<file path="src/rtl/cpu_exec_ctrl_pkg.sv">
// cpu_dbg_pkg: shared definitions for the RV32I execution controller.
//   exec_state_t  - controller state encoding, also visible on the state output
//   EBREAK_INSTR  - encoding of the EBREAK instruction that halts free-run
package cpu_dbg_pkg;

  typedef enum logic [1:0] {
    HALT  = 2'd0,
    RUN   = 2'd1,
    STEP  = 2'd2,
    BREAK = 2'd3
  } exec_state_t;

  localparam logic [31:0] EBREAK_INSTR = 32'h0010_0073;

endpackage

</file>
<file path="src/rtl/cpu_exec_ctrl_if.sv">
// cpu_exec_ctrl_if: core-side bundle between the execution controller and
// the RV32I core / debug configuration.
//   bp_en, bp_addr      breakpoint configuration (static)
//   pc, instr           current core PC and the instruction at it
//   cpu_en              one-cycle advance pulse to the core
//   state, halted       controller status
//   instr_count         cpu_en pulses issued since reset
// master = core/config side, slave = controller.
interface cpu_exec_ctrl_if #(
  parameter int CNT_W = 32
);
  logic             bp_en;
  logic [31:0]      bp_addr;
  logic [31:0]      pc;
  logic [31:0]      instr;
  logic             cpu_en;
  logic [1:0]       state;
  logic             halted;
  logic [CNT_W-1:0] instr_count;

  modport master (
    output bp_en, bp_addr, pc, instr,
    input  cpu_en, state, halted, instr_count
  );

  modport slave (
    input  bp_en, bp_addr, pc, instr,
    output cpu_en, state, halted, instr_count
  );
endinterface

</file>
<file path="src/rtl/cpu_exec_ctrl_btn_debounce.sv">
// btn_debounce: 2-flop synchronizer and debouncer for an active-low pushbutton.
//   clk, rst    clock, synchronous active-high reset
//   btn_n       raw asynchronous, bouncy button (active-low)
//   level       debounced button level
//   press       one-cycle pulse on a debounced 1->0 transition
// The counter tracks how many consecutive cycles the synced level has held,
// counting the current cycle; the stable level follows once that run reaches
// DEBOUNCE_CYCLES. Releases update the level silently.
module btn_debounce #(
  parameter int DEBOUNCE_CYCLES = 500_000
) (
  input  logic clk,
  input  logic rst,
  input  logic btn_n,
  output logic level,
  output logic press
);
  localparam int CW = $clog2(DEBOUNCE_CYCLES + 1);
  localparam logic [CW-1:0] CNT_DONE = CW'(DEBOUNCE_CYCLES);

  logic          sync_meta;
  logic          sync_s;
  logic          last_q;
  logic          stable_q;
  logic [CW-1:0] cnt_q;
  logic [CW-1:0] held;

  // Run length including this cycle; saturates so a long hold cannot wrap.
  always_comb begin
    held = CW'(1);
    if (sync_s == last_q) begin
      if (cnt_q == CNT_DONE) held = CNT_DONE;
      else                   held = cnt_q + 1'b1;
    end
  end

  // Button idles released (high), so reset loads that level to avoid a false press.
  always_ff @(posedge clk) begin
    if (rst) begin
      sync_meta <= 1'b1;
      sync_s    <= 1'b1;
      last_q    <= 1'b1;
      stable_q  <= 1'b1;
      cnt_q     <= '0;
    end else begin
      sync_meta <= btn_n;
      sync_s    <= sync_meta;
      last_q    <= sync_s;
      cnt_q     <= held;
      if (held == CNT_DONE) stable_q <= sync_s;
    end
  end

  assign press = (held == CNT_DONE) && !sync_s && stable_q;
  assign level = stable_q;

endmodule

</file>
<file path="src/rtl/cpu_exec_ctrl.sv">
// cpu_exec_ctrl: execution controller for the single-cycle RV32I core.
// Produces a registered one-cycle cpu_en pulse for single-step, divided
// free-run, and halts on a PC breakpoint or EBREAK.
//   clk, rst     clock, synchronous active-high reset
//   step_btn_n   raw step pushbutton, active-low
//   run_sw       raw run switch, 1 = free-run
//   bus          core-side bundle (slave): bp_en, bp_addr, pc, instr in;
//                cpu_en, state, halted, instr_count out
//
// state | meaning
// ------+-------------------------------------------------------------
// HALT  | idle; press -> STEP, run switch -> RUN
// RUN   | free-run, one pulse per RUN_DIV cycles unless bp/EBREAK hit
// STEP  | cpu_en high this cycle, then HALT
// BREAK | stopped at bp/EBREAK; press single-steps past it
module cpu_exec_ctrl
  import cpu_dbg_pkg::*;
#(
  parameter int DEBOUNCE_CYCLES = 500_000,
  parameter int RUN_DIV         = 5_000_000,
  parameter int CNT_W           = 32
) (
  input  logic           clk,
  input  logic           rst,
  input  logic           step_btn_n,
  input  logic           run_sw,
  cpu_exec_ctrl_if.slave bus
);
  localparam logic [1:0] ST_HALT  = 2'(HALT);
  localparam logic [1:0] ST_RUN   = 2'(RUN);
  localparam logic [1:0] ST_STEP  = 2'(STEP);
  localparam logic [1:0] ST_BREAK = 2'(BREAK);

  localparam int DIV_W = $clog2(RUN_DIV);
  localparam logic [DIV_W-1:0] DIV_LAST = DIV_W'(RUN_DIV - 1);

  logic             press;
  logic             btn_level;
  logic             run_meta;
  logic             run_s;
  logic [1:0]       state_q, next_state;
  logic [DIV_W-1:0] div_q, next_div;
  logic             cpu_en_q, next_en;
  logic [CNT_W-1:0] count_q;
  logic             bp_hit;
  logic             ebrk;

  btn_debounce #(
    .DEBOUNCE_CYCLES(DEBOUNCE_CYCLES)
  ) u_step_db (
    .clk   (clk),
    .rst   (rst),
    .btn_n (step_btn_n),
    .level (btn_level),
    .press (press)
  );

  assign bp_hit = bus.bp_en && (bus.pc == bus.bp_addr);
  assign ebrk   = (bus.instr == EBREAK_INSTR);

  always_comb begin
    next_state = state_q;
    next_div   = div_q;
    next_en    = 1'b0;
    case (state_q)
      ST_HALT: begin
        if (press) begin
          next_state = ST_STEP;
          next_en    = 1'b1;
        end else if (run_s) begin
          next_state = ST_RUN;
          next_div   = '0;
        end
      end
      ST_STEP: next_state = ST_HALT;
      ST_RUN: begin
        if (!run_s) begin
          next_state = ST_HALT;
        end else if (div_q == DIV_LAST) begin
          next_div = '0;
          // Stop before issuing the pulse so the matching instruction stays unexecuted.
          if (bp_hit || ebrk) next_state = ST_BREAK;
          else                next_en    = 1'b1;
        end else begin
          next_div = div_q + 1'b1;
        end
      end
      ST_BREAK: begin
        if (!run_s) begin
          next_state = ST_HALT;
        end else if (press) begin
          next_state = ST_STEP;
          next_en    = 1'b1;
        end
      end
      default: next_state = ST_HALT;
    endcase
  end

  always_ff @(posedge clk) begin
    if (rst) begin
      run_meta <= 1'b0;
      run_s    <= 1'b0;
      state_q  <= ST_HALT;
      div_q    <= '0;
      cpu_en_q <= 1'b0;
      count_q  <= '0;
    end else begin
      run_meta <= run_sw;
      run_s    <= run_meta;
      state_q  <= next_state;
      div_q    <= next_div;
      cpu_en_q <= next_en;
      if (cpu_en_q) count_q <= count_q + 1'b1;
    end
  end

  assign bus.cpu_en      = cpu_en_q;
  assign bus.state       = state_q;
  assign bus.halted      = (state_q != ST_RUN);
  assign bus.instr_count = count_q;

endmodule

</file>
<file path="src/flat_wrapper.sv">
// flat-port wrapper written by rule: the top's interface ports become plain ports
module cpu_exec_ctrl_flat import cpu_dbg_pkg::*;
#(
  parameter int DEBOUNCE_CYCLES = 500_000,
  parameter int RUN_DIV         = 5_000_000,
  parameter int CNT_W           = 32
)
  (clk, rst, step_btn_n, run_sw, bus_bp_en, bus_bp_addr, bus_pc, bus_instr, bus_cpu_en, bus_state, bus_halted, bus_instr_count);
  cpu_exec_ctrl_if #(.CNT_W(CNT_W)) bus_i ();
  input  logic clk;
  input  logic rst;
  input  logic step_btn_n;
  input  logic run_sw;
  input wire logic [$bits(bus_i.bp_en)-1:0] bus_bp_en;
  input wire logic [$bits(bus_i.bp_addr)-1:0] bus_bp_addr;
  input wire logic [$bits(bus_i.pc)-1:0] bus_pc;
  input wire logic [$bits(bus_i.instr)-1:0] bus_instr;
  output wire logic [$bits(bus_i.cpu_en)-1:0] bus_cpu_en;
  output wire logic [$bits(bus_i.state)-1:0] bus_state;
  output wire logic [$bits(bus_i.halted)-1:0] bus_halted;
  output wire logic [$bits(bus_i.instr_count)-1:0] bus_instr_count;
  assign bus_i.bp_en = bus_bp_en;
  assign bus_i.bp_addr = bus_bp_addr;
  assign bus_i.pc = bus_pc;
  assign bus_i.instr = bus_instr;
  assign bus_cpu_en = bus_i.cpu_en;
  assign bus_state = bus_i.state;
  assign bus_halted = bus_i.halted;
  assign bus_instr_count = bus_i.instr_count;
  cpu_exec_ctrl #(.DEBOUNCE_CYCLES(DEBOUNCE_CYCLES), .RUN_DIV(RUN_DIV), .CNT_W(CNT_W)) u_core (.clk(clk), .rst(rst), .step_btn_n(step_btn_n), .run_sw(run_sw), .bus(bus_i));
endmodule
</file>
<file path="config.mk">
export PLATFORM = sky130hd
export DESIGN_NAME = cpu_exec_ctrl_flat
export DESIGN_NICKNAME = d
export VERILOG_FILES = /design/src/rtl/cpu_exec_ctrl_pkg.sv /design/src/rtl/cpu_exec_ctrl_if.sv /design/src/rtl/cpu_exec_ctrl_btn_debounce.sv /design/src/rtl/cpu_exec_ctrl.sv /design/src/flat_wrapper.sv
export SDC_FILE = /design/constraint.sdc
export NUM_CORES = 1
export LEC_CHECK = 0
export ABC_CLOCK_PERIOD_IN_PS = 3100
export BUFFER_PORTS_ARGS = -buffer_cell sky130_fd_sc_hd__buf_4
export CAP_MARGIN = 5
export CELL_PAD_IN_SITES_DETAIL_PLACEMENT = 0
export CELL_PAD_IN_SITES_GLOBAL_PLACEMENT = 1
export CORE_UTILIZATION = 35
export CTS_BUF_LIST = sky130_fd_sc_hd__clkbuf_2
export DETAILED_ROUTE_END_ITERATION = 16
export PLACE_DENSITY = 0.82
export REMOVE_ABC_BUFFERS = 1
export SETUP_SLACK_MARGIN = 0.5
export SLEW_MARGIN = 20
export SYNTH_ARGS = -nofsm -noshare
export SYNTH_HDL_FRONTEND = slang
export SYNTH_HIERARCHICAL = 1
export SYNTH_SLANG_ARGS = --single-unit
export TNS_END_PERCENT = 100
</file>
<file path="constraint.sdc">
create_clock -name clk -period 3.1 [get_ports clk]
set_clock_uncertainty 0.2 [all_clocks]
set_input_delay 0.155 -clock clk [delete_from_list [all_inputs] [get_ports clk]]
set_output_delay 0.155 -clock clk [all_outputs]
set_load 0.005 [all_outputs]
</file>
==> results.json <==
{
  "hold_path.class": "input pin to flip-flop",
  "worstSetupEndpointType": "flip-flop",
  "p_leak_nw": 2.656,
  "ys_seq_area_frac": 0.3611,
  "antenna_found_initial": 0,
  "cts_sinks": 83,
  "worst_pin_slew_ps": 670.7,
  "rsz0062_at_grt": "true",
  "wl_per_cell_um": 13.13,
  "synth-seq-cells": 83,
  "fin_area_um2": 6725,
  "die_h_um": 116.7,
  "ir_worst_vdd_v": 0.0002050,
  "dieArea_um2": 13610,
  "h-tree-depth": 3,
  "highest_layer": "met4",
  "power_density_nw_per_um2": 280.2,
  "dp.cells": 867,
  "coreArea_um2": 12720,
  "period_minus_slack_ps": 3234,
  "route.layer.met1.wl_um": 5226,
  "syn_inst": 535,
  "cts_tree": "done",
  "nets": 842,
  "cts_buffer_depth": 2,
  "final_common_cell": "buf_4",
  "rows": 41,
  "avgSynthCellArea_um2": 8.602,
  "cts_made_buffers": 9,
  "antenna_left": 0,
  "finalHoldViolations": 0,
  "cp_common_cell": "buf_6",
  "fill_cells": 1207,
  "synth_cell_types": 59,
  "grt_pass1_wl_um": 19670,
  "failed_checks": "setup timing",
  "clk_latency_ps": 540,
  "path_cells": "buf_6, buf_6, buf_6, inv_4, ha_4, nand4b_1, nor3_2, o22ai_1, nor4_2, o311ai_2, nor3b_2, nand2b_1, buf_4, nand4_1, buf_6, nor3_4, xnor2_1, nor2_1",
  "path_max_fanout": 7,
  "slew_violations": 0,
  "fin_cells": 913,
  "first_pass_iters": 4,
  "overflow": 0,
  "ys_warn_count": 6,
  "final_util": 0.5286,
  "required_ps": 3320,
  "track_usage": 0.1808,
  "wl_met3_um": 511,
  "period_share": 1.043,
  "final_layout_size_suffix_gt1_frac": 0.3927,
  "status": "complete, but fails checks",
  "start_util": 0.3617,
  "clk_pin_slew_ps": 220,
  "avgViaCountPerCell": 4.887,
  "layout_setup_ws_ps": -134.4,
  "slowest_stage": "dfxtp_2",
  "dp_hpwl_um": 8823,
  "gp_congestion": 0.8710,
  "grt_pass1_vias": 4436,
  "placed_area_um2": 6015,
  "drtIter0Drc": 194,
  "io_buffers": 136,
  "routed_wl_um": 11990,
  "ios": 137,
  "arrival_ps": 3460,
  "vias": 4462,
  "insertedDiodeCount": 0,
  "fmax_mhz": 309.2,
  "path_delay_family": "simple AND/OR/NAND/NOR gates",
  "drc": 0,
  "area_delta_synth_final_pct": 46.14,
  "critPathLaunchType": "flip-flop",
  "maxCapViolations": 0,
  "cpPeakStageDelay_ps": 390,
  "grt_max_degree": 55,
  "setup_violations": 17,
  "root_buffer": "clkbuf_2",
  "final-seq-area_um2": 1683,
  "syn_area_um2": 4602,
  "fp.dieW_um": 116.7,
  "met2WireLength_um": 6084,
  "final_cell_mix": "buf_4 (183), nor2_1 (80), xnor2_1 (74)",
  "slew_headroom": 0.5515,
  "multiInputGateArea_um2": 3009,
  "path_class": "flip-flop to flip-flop",
  "crit_buf_inv": 6
}
area by class of cell:
type                            count  area share
Multi-Input combinational cell    417      0.4474
Timing Repair Buffer              208      0.2443
Clock inverter                      5    0.008186
Clock buffer                       10    0.007442
Inverter                           18     0.01042
Sequential cell                    83      0.2502
Tap cell                          172     0.03200
layer usage:
layer	global-route usage	up-vias
met4	0.05316	0
met5	0	-
met3	0.04307	17
met1	0.2165	2082
li1	-	2267
met2	0.3199	96
synth_stat cells, drive strengths merged:
library cell  instances  share of area
o211ai                1         0.0016
a221oi                1         0.0019
nor4bb                4         0.0087
buf                   4         0.0049
nand2b                6         0.0082
nand4b                2         0.0038
nand2                34          0.028
ha                    4          0.011
o22ai                 1         0.0014
inv                  18          0.015
or2                   5         0.0073
nor4                 20          0.036
nor3                 27          0.033
o311ai                1         0.0035
or3                   6         0.0084
o21ba                 1         0.0022
nand3                25          0.029
clkbuf               13          0.024
o21ai                 8         0.0087
and3b                 1         0.0019
a211oi                1         0.0016
or4                   2         0.0033
xnor2                76           0.14
mux2                  5          0.012
o41a                  1         0.0024
and2                  5         0.0068
nor3b                 2         0.0044
nor2b                 8          0.011
a31o                  3         0.0057
and4                  8          0.016
a2111oi               1         0.0019
and3                  8          0.011
dfxtp                83           0.36
and2b                 2         0.0038
nor2                 84          0.069
o21bai                1         0.0016
xor2                 14          0.027
nand4                24          0.044
nor4b                 4         0.0076
mux2i                 2         0.0044
a31oi                 5         0.0068
o31ai                 2         0.0033
a21oi                12          0.013
registers in the layout, indices dropped and copies added (netlist names):
name,count
u_core/bus.instr_count,32
u_core/div_q,23
u_core/u_step_db/cnt_q,19
u_core/bus.state,2
u_core/bus.cpu_en,1
u_core/run_meta,1
u_core/run_s,1
u_core/u_step_db/last_q,1
u_core/u_step_db/level,1
u_core/u_step_db/sync_meta,1
u_core/u_step_db/sync_s,1
path summary, 6_finish.rpt:
path                               from                       to  slack, ps  cells past startpoint
max           u_core/u_step_db/cnt_q[0]         u_core/div_q[11]       -130                     18
min reg2reg  u_core/u_step_db/sync_meta  u_core/u_step_db/sync_s        250                      1
max reg2reg   u_core/u_step_db/cnt_q[0]         u_core/div_q[11]       -130                     18
min                           bus_pc[5]        u_core/bus.cpu_en        110                      6
power breakdown:
| part | switching, mW | internal, mW |
|---|---|---|
| clock | 0.360 | 0.183 |
| sequential | 0.00782 | 1.07 |
| combinational | 0.0978 | 0.162 |
per-stage QoR:
step,total power [mW],hold slack [ps],setup slack (ps),TNS (ps)
6_report,1.884,109.7,-134.4,-1096
5_1_grt,1.980,44.84,-308.8,-4591
4_1_cts,1.906,40.76,-88.57,-532.9
3_5_place_dp,1.329,144.6,-153.0,-1395
3_3_place_gp,1.323,145.5,-58.46,-202.7
2_1_floorplan,1.181,24.07,-313.7,-6720
worst min-delay path: stages:
cell	delay, ps
buf_4	80
xnor2_1	50
nand4_1	60
nor4_1	60
and4_1	150
nor4_2	220
repair_timing:
item / in CTS / in global routing
buffers inserted: 14 / 6
setup endpoints to repair: 26 / 27
resized for setup: 47 / 38
pin swaps: 28 / 20
cloned: 1 / 0
endpoints found under the hold margin: 42 / 0
hold buffers: 10 / 0
logic make-up (layout without fill, tap and decap cells):
| family | after synthesis | after routing | synth area share |
|---|---|---|---|
| DFF | 83 | 83 | 0.3611 |
| xor gates and xnor gates | 90 | 90 | 0.1713 |
| AOI/OAI and AO/OA | 39 | 39 | 0.05574 |
| buffers and inverters | 35 | 241 | 0.04323 |
| and+or+nand+nor | 277 | 277 | 0.3412 |
| muxes | 7 | 7 | 0.01658 |
| adders and majority gates | 4 | 4 | 0.01088 |
Power figures use the tool's default switching activity.
